`config.mk`:
```
export PLATFORM = sky130hd
export DESIGN_NAME = sseg_scan_mux
export DESIGN_NICKNAME = d
export VERILOG_FILES = /design/src/rtl/sseg_scan_mux.sv
export SDC_FILE = /design/constraint.sdc
export NUM_CORES = 1
export LEC_CHECK = 0
export CAP_MARGIN = 30
export CORE_UTILIZATION = 55
export DETAILED_ROUTE_END_ITERATION = 8
export GPL_TIMING_DRIVEN = 1
export PLACE_DENSITY = 0.78
export SKIP_LAST_GASP = 1
export SLEW_MARGIN = 20
export SYNTH_ARGS = -nofsm -noshare
export SYNTH_HDL_FRONTEND = slang
export SYNTH_SLANG_ARGS = --single-unit
```
`constraint.sdc`:
```
create_clock -name clk -period 2.3 [get_ports clk]
set_input_delay 0.69 -clock clk [delete_from_list [all_inputs] [get_ports clk]]
set_output_delay 0.69 -clock clk [all_outputs]
set_load 0.005 [all_outputs]
```
`src/rtl/sseg_scan_mux.sv`:
```
// Time-multiplexed scanner for a common-anode 7-segment display with frame-synchronous
// value commit, per-slot blanking gap and optional leading-zero blanking.
module sseg_scan_mux #(
   parameter int unsigned NDIG      = 3,
   parameter int unsigned TICK_DIV  = 3000,
   parameter int unsigned BLANK_CYC = 16
) (
   input  logic                 clk,
   input  logic                 reset_n,
   input  logic                 load,
   input  logic [4*NDIG-1:0]    value,
   input  logic [NDIG-1:0]      dp_in,
   input  logic                 lzb_en,
   output logic [3:0]           hex,
   output logic                 dp,
   output logic [NDIG-1:0]      an,
   output logic                 frame_done
);

   localparam int unsigned TW = (TICK_DIV > 1) ? $clog2(TICK_DIV) : 1;
   localparam int unsigned IW = (NDIG > 1) ? $clog2(NDIG) : 1;
   localparam int unsigned VW = 4 * NDIG;
   localparam logic [TW-1:0] TICK_LAST = TW'(TICK_DIV - 1);
   localparam logic [TW-1:0] BLANK_END = TW'(BLANK_CYC);
   localparam logic [IW-1:0] IDX_LAST  = IW'(NDIG - 1);

   logic [TW-1:0]   tick_q, tick_d;
   logic [IW-1:0]   idx_q, idx_d;
   logic [VW-1:0]   disp_q, disp_d;
   logic [NDIG-1:0] disp_dp_q, disp_dp_d;
   logic [VW-1:0]   pend_q, pend_d;
   logic [NDIG-1:0] pend_dp_q, pend_dp_d;
   logic            pend_vld_q, pend_vld_d;
   logic [3:0]      hex_q, hex_d;
   logic            dp_q, dp_d;
   logic [NDIG-1:0] an_q, an_d;
   logic            frame_done_q, frame_done_d;
   logic            slot_last;
   logic            upper_zero;

   // Outputs are computed from the current slot position and the post-commit display
   // value, so the registered outputs line up with the scan position of each cycle.
   always_comb begin
      tick_d       = tick_q;
      idx_d        = idx_q;
      disp_d       = disp_q;
      disp_dp_d    = disp_dp_q;
      pend_d       = pend_q;
      pend_dp_d    = pend_dp_q;
      pend_vld_d   = pend_vld_q;
      hex_d        = 4'h0;
      dp_d         = 1'b0;
      an_d         = '1;
      frame_done_d = 1'b0;
      upper_zero   = 1'b1;

      slot_last = (tick_q == TICK_LAST);
      tick_d    = slot_last ? '0 : tick_q + TW'(1);
      if (slot_last) begin
         idx_d = (idx_q == IDX_LAST) ? '0 : idx_q + IW'(1);
      end

      // Commit only at the start of a digit-0 slot so a frame never mixes two values.
      if (tick_q == '0 && idx_q == '0 && pend_vld_q) begin
         disp_d     = pend_q;
         disp_dp_d  = pend_dp_q;
         pend_vld_d = 1'b0;
      end

      if (load) begin
         pend_d     = value;
         pend_dp_d  = dp_in;
         pend_vld_d = 1'b1;
      end

      // Scan from the top digit down so upper_zero covers digits i..NDIG-1.
      for (int i = NDIG - 1; i >= 0; i--) begin
         upper_zero = upper_zero && (disp_d[4*i +: 4] == 4'h0) && !disp_dp_d[i];
         if (idx_q == IW'(i)) begin
            hex_d = disp_d[4*i +: 4];
            dp_d  = disp_dp_d[i];
            if (tick_q >= BLANK_END && !(lzb_en && (i > 0) && upper_zero)) begin
               an_d[i] = 1'b0;
            end
         end
      end

      frame_done_d = slot_last && (idx_q == IDX_LAST);
   end

   always_ff @(posedge clk or negedge reset_n) begin
      if (!reset_n) begin
         tick_q       <= '0;
         idx_q        <= '0;
         disp_q       <= '0;
         disp_dp_q    <= '0;
         pend_q       <= '0;
         pend_dp_q    <= '0;
         pend_vld_q   <= 1'b0;
         hex_q        <= 4'h0;
         dp_q         <= 1'b0;
         an_q         <= '1;
         frame_done_q <= 1'b0;
      end else begin
         tick_q       <= tick_d;
         idx_q        <= idx_d;
         disp_q       <= disp_d;
         disp_dp_q    <= disp_dp_d;
         pend_q       <= pend_d;
         pend_dp_q    <= pend_dp_d;
         pend_vld_q   <= pend_vld_d;
         hex_q        <= hex_d;
         dp_q         <= dp_d;
         an_q         <= an_d;
         frame_done_q <= frame_done_d;
      end
   end

   assign hex        = hex_q;
   assign dp         = dp_q;
   assign an         = an_q;
   assign frame_done = frame_done_q;

endmodule

```
; Word level (Yosys, flattened, before mapping)
; Index checks and enable logic that the tools add are counted.
[word_totals]
register_bits = 54
input_bits = 19
out_inout_bits = 9
[classes]
addsub = 2
order_cmp = 1
n_eq_ne = 3
mux = 18
reduce_logical = 19
[ops]
columns = op, n
row1 = 2-to-1 mux 12 bit, 2
row2 = "adder 12 x 1 -> 12 bit, second input constant", 1
row3 = "== test 12 bit, second input constant", 1
row4 = "greater-or-equal comparator 12 x 5 -> 1 bit, second input constant", 1
row5 = zero test 12 bit, 1
row6 = 2-to-1 mux 4 bit, 3
row7 = 2-to-1 mux 1 bit, 11
row8 = logical AND 1 bit, 10
row9 = zero test 4 bit, 2
row10 = zero test 1 bit, 4
row11 = 2-to-1 mux 3 bit, 1
row12 = "adder 2 x 1 -> 2 bit, second input constant", 1
row13 = "== test 2 x 1 -> 1 bit, second input constant", 1
row14 = "== test 2 bit, second input constant", 1
row15 = zero test 2 bit, 1
row16 = 2-to-1 mux 2 bit, 1
row17 = nonzero test 2 bit, 1

; Longest topological paths before layout
; Gate-level depths: netlist of the first run.
[logic_depth]
depth_word = 13
depth_mapped = 6
ltp_nobuf = 5

; Least setup slack after synthesis of the first run
; OpenSTA, ideal clock, no wires.
[synth_path]
path_kind = flip-flop to flip-flop
start = reg idx_q[1]
end = reg disp_dp_q[0]
setup_ns = 0.125
arrival_ns = 1.675
required_time_ns = 2.175
slack_ns = 0.500
path_stages_with_launch = 7
path_buffers = 2
synth_period_minus_slack_ns = 1.800
cell_sequence = dfrtp_1 buf_6 or2_4 nor4b_4 and3_4 buf_12 mux2_4
[synth_between]
elab_chain_cells = 4
[synth_lines]
columns = element, line
row1 = start: declaration, 28  ; logic [IW-1:0] idx_q, idx_d;
row2 = start signal: assignment, 106  ; idx_q <= idx_d;
row3 = zero test 2 bit, 64  ; if (tick_q == '0 && idx_q == '0 && pend_vld_q) begin
row4 = logical AND 1 bit (2 in a row), 64
row5 = 2-to-1 mux 3 bit, 64
row6 = net disp_dp_d[0], 30  ; logic [NDIG-1:0] disp_dp_q, disp_dp_d;
row7 = end signal: assignment, 108  ; disp_dp_q <= disp_dp_d;
row8 = end: declaration, 30
; The timed path passes the listed nets, and every way through them passes these cells.
; A chain may end at the register's enable or synchronous reset.

; Worst setup path after layout of the first run
[layout_path]
start = reg tick_q[6]
end = reg disp_q[0]
[layout_between]
elab_chain_cells = 4
[layout_lines]
columns = element, line
row1 = start: declaration, 27  ; logic [TW-1:0] tick_q, tick_d;
row2 = start signal: assignment, 105  ; tick_q <= tick_d;
row3 = zero test 12 bit, 64
row4 = logical AND 1 bit (2 in a row), 64
row5 = 2-to-1 mux 12 bit, 64
row6 = net disp_d[0], 29  ; logic [VW-1:0] disp_q, disp_d;
row7 = end signal: assignment, 107  ; disp_q <= disp_d;
row8 = end: declaration, 29
; The timed path passes the listed nets, and every way through them passes these cells.

==> impl_metrics.csv, run 1 <==
group,metric,value,unit
synth,synth_common_cells,"dfrtp_1, mux2_2, mux2_4",
clock_tree,numClockSinks,54,
synth,synth_xor_area_frac,0.0288,
critical_path,path_cells,"nor4_1 > and2_1 > and3_4 > mux2_4",
cells_and_area,multi_input_area,990,um2
floorplanning,rows,23,
cells_and_area,area_growth,14.9,%
drt,via_count,1517,
sta,hold_slack,0.482,ns
power,peakVddDrop,527,uV
synth,synthArstFlopShare,1.00,
floorplanning,initial_core_util,0.591,
cells_and_area,stdcell_area,2790,um2
grt,grt_overflow_total,0,
placed_design,port_buffers,27,
critical_path,crit_path_top_delay_cell,"and3_4",
drt,drtIter0Drc,103,
clock_tree,ctsHtreeMaxLevel,2,
synth,syn-num-nets,202,
sta,slew_violations,0,
critical_path,path_delay_family,"simple AND/OR/NAND/NOR gates",
power,power_leakage,1.21,nW
drt,routed_wl,4.74,mm
synth,synth_top_family_by_area,"multiplexers",
floorplanning,core,4120,um2
sta,fin_crit_sh,0.879,
synth,yosys.area_share.simple,0.124,
synth,synthMuxAreaShare,0.203,
grt,grt_usage,0.227,
sta,grt_setup_unrepaired,"false",
critical_path,critPathBufInv,0,
sta,setup_viol,0,
critical_path,critical_path_arrival,2.21,ns
drt,ant_nets,0,
critical_path,path_class,"register to register",
critical_path,crit_fanout,20,
drt,drc,0,
floorplanning,die_w,68.5,um
floorplanning,chipHeight,68.5,um
cells_and_area,fillers,288,
status,status,"finished clean",
critical_path,required,2.49,ns
sta,setup_tns,0,ns
clock_tree,post_cts_buffers,0,
placed_design,detailed_place_hpwl,3.20,mm
critical_path,cp-end-kind,"register",
drt,vias_per_cell,5.86,
grt,grt_pass1_wl,7.37,mm
critical_path,critical-path-max-stage-delay,0.46,ns
grt,grt_max_degree,55,
floorplanning,io_pins,28,
synth,synth_compound_area_frac,0.0412,
synth,synth-edff-count,0,
sta,finalHoldViolCount,0,
floorplanning,dieArea,4690,um2
grt,antenna_found_initial,0,
cells_and_area,nNetsFinal,229,
grt,first_global_vias,1464,
synth,synth_area_leaders,"dfrtp_1, mux2_4, mux2_2",
synth,yosys_warnings,0,
sta,tightest_slew,0.646,ns
synth,synth_fa_ha_area_frac,0.0103,
clock_tree,cts_tree,"built",
synth,syn_inst,181,
cells_and_area,ff_latch_area,1360,um2
sta,timing.slew.headroom,0.569,
synth,syn_avg_cell_area,13.4,um2
cells_and_area,diodes,0,
cells_and_area,drive_above_1_share,0.225,
synth,yosysMostFrequentCell,"dfrtp_1",
synth,synthFlopType,"dfrtp_1",
cells_and_area,final_util,0.679,
synth,netlist.area_leader.share,0.525,
placed_design,place_area,2700,um2
synth,ys_ff_latch,54,
sta,period_needed,2.02,ns
placed_design,place_congestion,0.782,
synth,ys_seq_area_frac,0.557,
job,drv_cap,0,
clock_tree,cts_buffers,5,
clock_tree,clock_path_buffers,2,
min_path,min_path_type,"primary input to asynchronous set/reset pin",
clock_tree,clk-insertion-delay-late,0.31,ns
synth,synth_cell_types,37,
clock_tree,hold_buffers,0,
drt,drt-pass1-iter-count,4,
synth,yosysTopAreaCell,"dfrtp_1",
power,cellPowerDensity,600,nW/um2
clock_tree,cts-root-buf,"clkbuf_8",
critical_path,start_kind,"register",
clock_tree,path_clk_slew,0.09,ns
synth,syn_area,2430,um2
clock_tree,cts_resized,0,
sta,skew,0.00707,ns
drt,drt-wirelength-per-cell,18.3,um
sta,fmax,494,MHz
-- cell usage in the layout, fill, tap and decap left out, types with 5 or more instances in the layout --
cell / instances
mux2i_1: 10
clkbuf_8: 6
a221oi_1: 5
nand3_1: 6
mux2_4: 15
xor2_1: 5
clkdlybuf4s50_1: 26
a21oi_1: 5
dfrtp_1: 51
mux2_2: 15
nand4_1: 5
nor2_1: 11
nand2_1: 7
-- sequential cells by signal, indices dropped and copies added (netlist names) --
register,count
hex,4
an,3
tick_q,12
idx_q,2
pend_vld_q,1
pend_dp_q,3
dp,1
frame_done,1
pend_q,12
disp_dp_q,3
disp_q,12
-- final cells by class --
cell class / instances / area share
flip-flops and latches: 54 / 0.485
multi-input cells: 115 / 0.354
repair buffers: 30 / 0.103
clock buffers: 7 / 0.0309
well taps: 50 / 0.0224
inverters: 2 / 0.00269
clock inverters: 1 / 0.00179
-- path summary, 6_finish.rpt --
check	start	slack [ns]	depth (start not counted)	end
hold reg to reg	tick_q[0]	0.49	1	tick_q[0]
min in group clk	tick_q[0]	0.49	1	tick_q[0]
max in group asynchronous	reset_n	1.38	2	pend_q[5]
hold / removal	reset_n	0.48	2	tick_q[6]
setup / recovery	tick_q[6]	0.28	4	disp_q[0]
setup reg to reg	tick_q[6]	0.28	4	disp_q[0]
-- logic make-up after synthesis --
logic type | count (synthesis)
fa+ha+maj | 2
simple gates | 50
mux | 40
compound gates | 15
buf+inv | 12
flops | 54
xor+xnor | 8
-- report_power, final --
group	switching (mW)	internal (mW)
sequential	0.0336	0.989
clock	0.286	0.243
combinational	0.0461	0.0796
-- per-stage QoR --
step                      instances  total power, mW  worst slack [ns]
after global routing            259             1.75             0.238
after floorplan                 181             1.09             0.500
after CTS                       259             1.69             0.281
after global placement          251             1.16             0.387
after detailed placement        251             1.17             0.332
final                           259             1.68             0.277
-- per-layer routing --
metal / GRT usage / part of all wire / vias to the layer above
met5: 0 / 0 / -
met4: 0.0964 / 0.016 / 0
met2: 0.359 / 0.50 / 38
met1: 0.297 / 0.45 / 769
met3: 0.0533 / 0.034 / 8
li1: - / - / 702
Power figures use the tool's default switching activity.
==> inputs of run 2 (changes only) <==
- CORE_MARGIN: unset -> 2
==> impl_metrics.csv, run 2 (synthesis results as in run 1) <==
group,metric,value,unit
drt,drt-wirelength-per-cell,16.8,um
clock_tree,numClockSinks,54,
grt,grt_pass1_wl,7.53,mm
cells_and_area,stdcell_area,2810,um2
grt,grt_max_degree,32,
placed_design,port_buffers,27,
drt,routed_wl,4.37,mm
cells_and_area,nNetsFinal,229,
sta,period_needed,2.01,ns
cells_and_area,top_regs,"disp_q: 12 flops, pend_q: 12 flops, tick_q: 12 flops",
floorplanning,initial_core_util,0.566,
clock_tree,post_cts_buffers,0,
critical_path,path_class,"register to output pin",
clock_tree,cts_resized,0,
placed_design,detailed_place_hpwl,3.14,mm
drt,drt-pass1-iter-count,4,
cells_and_area,final_util,0.654,
critical_path,start_kind,"register",
critical_path,path_cells,"clkdlybuf4s50_1",
placed_design,place_area,2720,um2
power,total_power,1.68,mW
sta,tightest_slew,0.551,ns
clock_tree,clk-insertion-delay-late,0.31,ns
grt,first_global_vias,1614,
drt,vias_per_cell,5.91,
clock_tree,clock_path_buffers,2,
drt,ant_nets,0,
status,status,"finished clean",
critical_path,critPathBufInv,1,
sta,slew_violations,0,
sta,fin_crit_sh,0.875,
grt,grt_usage,0.198,
floorplanning,dieArea,4970,um2
cells_and_area,fillers,313,
floorplanning,core,4290,um2
power,power_leakage,1.22,nW
sta,fmax,497,MHz
sta,grt_setup_unrepaired,"false",
sta,skew,0.00926,ns
placed_design,place_congestion,0.818,
sta,setup_viol,0,
critical_path,critical-path-max-stage-delay,0.53,ns
clock_tree,ctsHtreeMaxLevel,2,
critical_path,path_delay_family,"flip-flops",
min_path,min_path_type,"primary input to asynchronous set/reset pin",
clock_tree,cts_tree,"built",
clock_tree,cts_buffers,5,
critical_path,cp-end-kind,"output pin",
sta,setup_tns,0,ns
drt,drtIter0Drc,150,
job,drv_cap,0,
critical_path,critical_path_arrival,1.32,ns
power,cellPowerDensity,597,nW/um2
power,peakVddDrop,372,uV
cells_and_area,area_growth,15.5,%
drt,via_count,1543,
critical_path,crit_fanout,1,
grt,grt_overflow_total,0,
clock_tree,cts-root-buf,"clkbuf_8",
floorplanning,rows,24,
sta,finalHoldViolCount,0,
cells_and_area,drive_above_1_share,0.225,
drt,drc,0,
sta,timing.slew.headroom,0.633,
cells_and_area,mostFrequentLayoutCell,"dfrtp_1",
clock_tree,path_clk_slew,0.09,ns
clock_tree,hold_buffers,0,
cells_and_area,diodes,0,
floorplanning,die_w,70.5,um
cells_and_area,final_cell_mix,"dfrtp_1, clkdlybuf4s50_1, mux2_4, mux2_2, nor2_1",
grt,antenna_found_initial,0,
critical_path,crit_path_top_delay_cell,"dfstp_2",
critical_path,required,1.61,ns
floorplanning,chipHeight,70.5,um
floorplanning,io_pins,28,
run 2: path summary, 6_finish.rpt:
check,endpoint,from,cells after the start,slack (ns)
max in group asynchronous,pend_q[7],reset_n,2,1.39
worst min-delay path,tick_q[10],reset_n,1,0.35
worst max register to register,disp_q[3],idx_q[0],4,0.31
worst min register to register,tick_q[0],tick_q[0],1,0.48
min in group clk,tick_q[0],tick_q[0],1,0.48
worst max-delay path,an[2],an[2],1,0.29
run 2: cell type report:
class,count,area (um2),area share
multi-input cells,115,990,0.352
inverters,2,7.51,0.00267
clock buffers,7,86.3,0.0307
repair buffers,30,300,0.107
clock inverters,1,5.00,0.00178
flip-flops and latches,54,1360,0.482
well taps,52,65.1,0.0232
run 2: stage by stage:
| stage | setup WS (ns) | instances | hold WS, ns |
|---|---|---|---|
| 6_report | 0.287 | 261 | 0.354 |
| 4_1_cts | 0.268 | 261 | 0.368 |
| 5_1_grt | 0.226 | 261 | 0.396 |
| 3_3_place_gp | 0.387 | 253 | 0.460 |
| 3_5_place_dp | 0.330 | 253 | 0.468 |
| 2_1_floorplan | 0.500 | 181 | 0.394 |
run 2: power by group:
group / leakage [nW] / switching (mW) / internal [mW]
clock: 0.0482 / 0.290 / 0.243
combinational: 0.489 / 0.0448 / 0.0818
sequential: 0.680 / 0.0293 / 0.989
run 2: per-layer routing:
metal	wire length (um)	global-route usage
met3	261	0.0678
met5	0	0
met2	2180	0.322
met4	90	0.0812
met1	1840	0.240
==> variant: new RTL, settings of run 2 <==
Change the parameter `NDIG` from 3 to 6.
--- a/src/rtl/sseg_scan_mux.sv
+++ b/src/rtl/sseg_scan_mux.sv
@@ -2,5 +2,5 @@
 // value commit, per-slot blanking gap and optional leading-zero blanking.
 module sseg_scan_mux #(
-   parameter int unsigned NDIG      = 3,
+   parameter int unsigned NDIG      = 6,
    parameter int unsigned TICK_DIV  = 3000,
    parameter int unsigned BLANK_CYC = 16
Ports: changed (resized an, dp_in and value); port bits go from 28 to 46. The function was not compared with the original's and may differ.
==> variant against run 2 <==
Synthesized area increased by 66%. Worst setup slack lost 0.11 ns. Sequential cell count up 34. Wire length up 86%. Critical path type is now reg -> reg. Clock skew up 0.0053 ns. Design area grew 74%. Critical path depth increased by 6. Largest cell class unchanged. Non-clock buffer count grew 28. Via count grew 79%. Power increased by 87%. Cell count rose by 90%. Combinational power up 87%. Highest routed layer unchanged.
==> variant: results (changes against run 2) <==
Synth
  – Seq/Total Area, Yosys: 54.64% (-1.1 points)
  – Most frequent cells after synthesis: dfrtp_1, nand2_1, mux2_2
  – Post-synth ARST share: 100.0% (unchanged)
  – Yosys cell types: 46 (+24%)
  – YS warnings: 0 (unchanged)
  – Post-Syn Nets: 374 (+85%)
  – Ranking of synthesized cells by area: dfrtp_1, mux2_2, nand2_1
  – Top FF cell, synth: dfrtp_1
  – Syn Inst Count: 337 (+86%)

Power and ir drop
  – Max IR drop VDD: 435.7 µV (+17%)
  – Leakage: 0.002336 µW (+92%)

Worst setup path
  – Worst EP arrival: 2.37 ns (+1.05 ns)
  – Crit Path Max Fanout: 26 (+25)
  – Crit-path max cell delay: 0.48 ns (-0.05 ns)
  – CP delay by family, top: multiplexers
  – Worst Reg-to-Reg Cells: 7 (+3)
  – Slowest-stage cell, CP: mux4_1

Drt
  – Wl on met1: 3619 µm (+97%)
  – 1st-iter DRT viols: 236 (+57%)
  – # DRC: 0 (unchanged)
  – Pre-antenna DRT Iters: 5 (+1)
  – Met3 WL: 337 µm (+29%)
  – Top Layer Used: met4
  – WL per Instance: 16.46 µm (-1.8%)
  – Via density: 5.576 (-5.7%)
  – WL met2: 4047 µm (+86%)

Global routing
  – GRT Util Overall: 22.12% (+2.3 points)
  – First-pass GRT wire length: 14030 µm (+86%)
  – Vias in the first global route: 2831 (+75%)
  – GRT met1 Usage: 30.01% (+6.0 points)
  – Met2 Resource Use GR: 35.73% (+3.6 points)
  – Met3 GRT Util: 5.365% (-1.4 points)
  – Largest net degree at the start of global routing: 49 (+53%)
  – Initial antenna violation count: 0 (unchanged)

Layout
  – Regs by FF count: disp_q x24, pend_q x24, tick_q x12
  – Fill cells: 513 (+64%)
  – Antenna diodes: 0 (unchanged)
  – Share of cells above drive strength 1: 22.73% (+0.24 points)
  – NumNets Final: 428 (+87%)
  – Post-Layout Cell Count: 495 (+90%)

Clocking
  – Resized cells post-CTS: 0 (unchanged)
  – Clock Tree Root: clkbuf_8
  – H-tree depth: 3 (+1)
  – TritonCTS Buffers: 9 (+4)
  – Clock Latency Late Sink: 0.37 ns (+0.06 ns)
  – Clk buf depth: 2 (unchanged)
  – Setup repair bufs after CTS: 0 (unchanged)

Placed design
  – Place WS: 0.2209 ns (-0.1088 ns)
  – Dpl hpwl: 5956 µm (+90%)
  – Post-DP Area: 0.004669 mm² (+72%)
  – Routability cong.: 0.8563 (+4.6%)
  – Port Buffers: 45 (+67%)
  – Dpl cells: 479 (+89%)

Outcome
  – Outcome: complete, no violations

Timing
  – Worst-margin pin slew: 0.5088 ns (-0.04175 ns)
  – Worst clock skew: 0.01455 ns (+0.005286 ns)

Worst hold path
  – Hold Crit Class: in -> async
==> variant: through the flow <==
step | hold WS (ns) | utilization, %
finish | 0.2248 | 68.23
global placement | 0.4589 | 65.07
floorplan | 0.3944 | -
detailed placement | 0.4883 | 65.07
global route | 0.2295 | 68.23
CTS | 0.2194 | 68.23
==> variant: power by group <==
group	internal (µW)	switching, µW	total (µW)
logic	146	92.1	238
clock network	623	581	1200
registers	1620	64.6	1690
total	2390	738	3130
==> variant: worst paths after layout <==
check | from | slack, ns | to
setup / recovery | tick_q[0]$_DFF_PN0_ | 0.18 | hex[1]$_DFF_PN0_
hold / removal | reset_n | 0.22 | idx_q[0]$_DFFE_PN0N_
setup reg to reg | tick_q[0]$_DFF_PN0_ | 0.18 | hex[1]$_DFF_PN0_
hold reg to reg | tick_q[0]$_DFF_PN0_ | 0.50 | tick_q[0]$_DFF_PN0_
max in group asynchronous | reset_n | 1.46 | an[4]$_DFF_PN1_
min in group clk | tick_q[0]$_DFF_PN0_ | 0.50 | tick_q[0]$_DFF_PN0_
==> variant: area by class of cell <==
class / instances / share of cell area (%)
Multi-Input combinational cell: 216 / 34.42
Timing Repair Buffer: 58 / 11.91
Inverter: 18 / 1.380
Clock inverter: 7 / 2.096
Tap cell: 99 / 2.530
Clock buffer: 9 / 2.530
Sequential cell: 88 / 45.13
==> variant: kinds of logic after synthesis <==
kind of cell | count (synthesis) | synth area share (%)
compound gates | 20 | 3.898
xor+xnor | 11 | 2.382
fa+ha+maj | 3 | 0.9283
buf+inv | 33 | 3.682
flops | 88 | 54.64
mux | 57 | 17.61
simple gates | 125 | 16.86
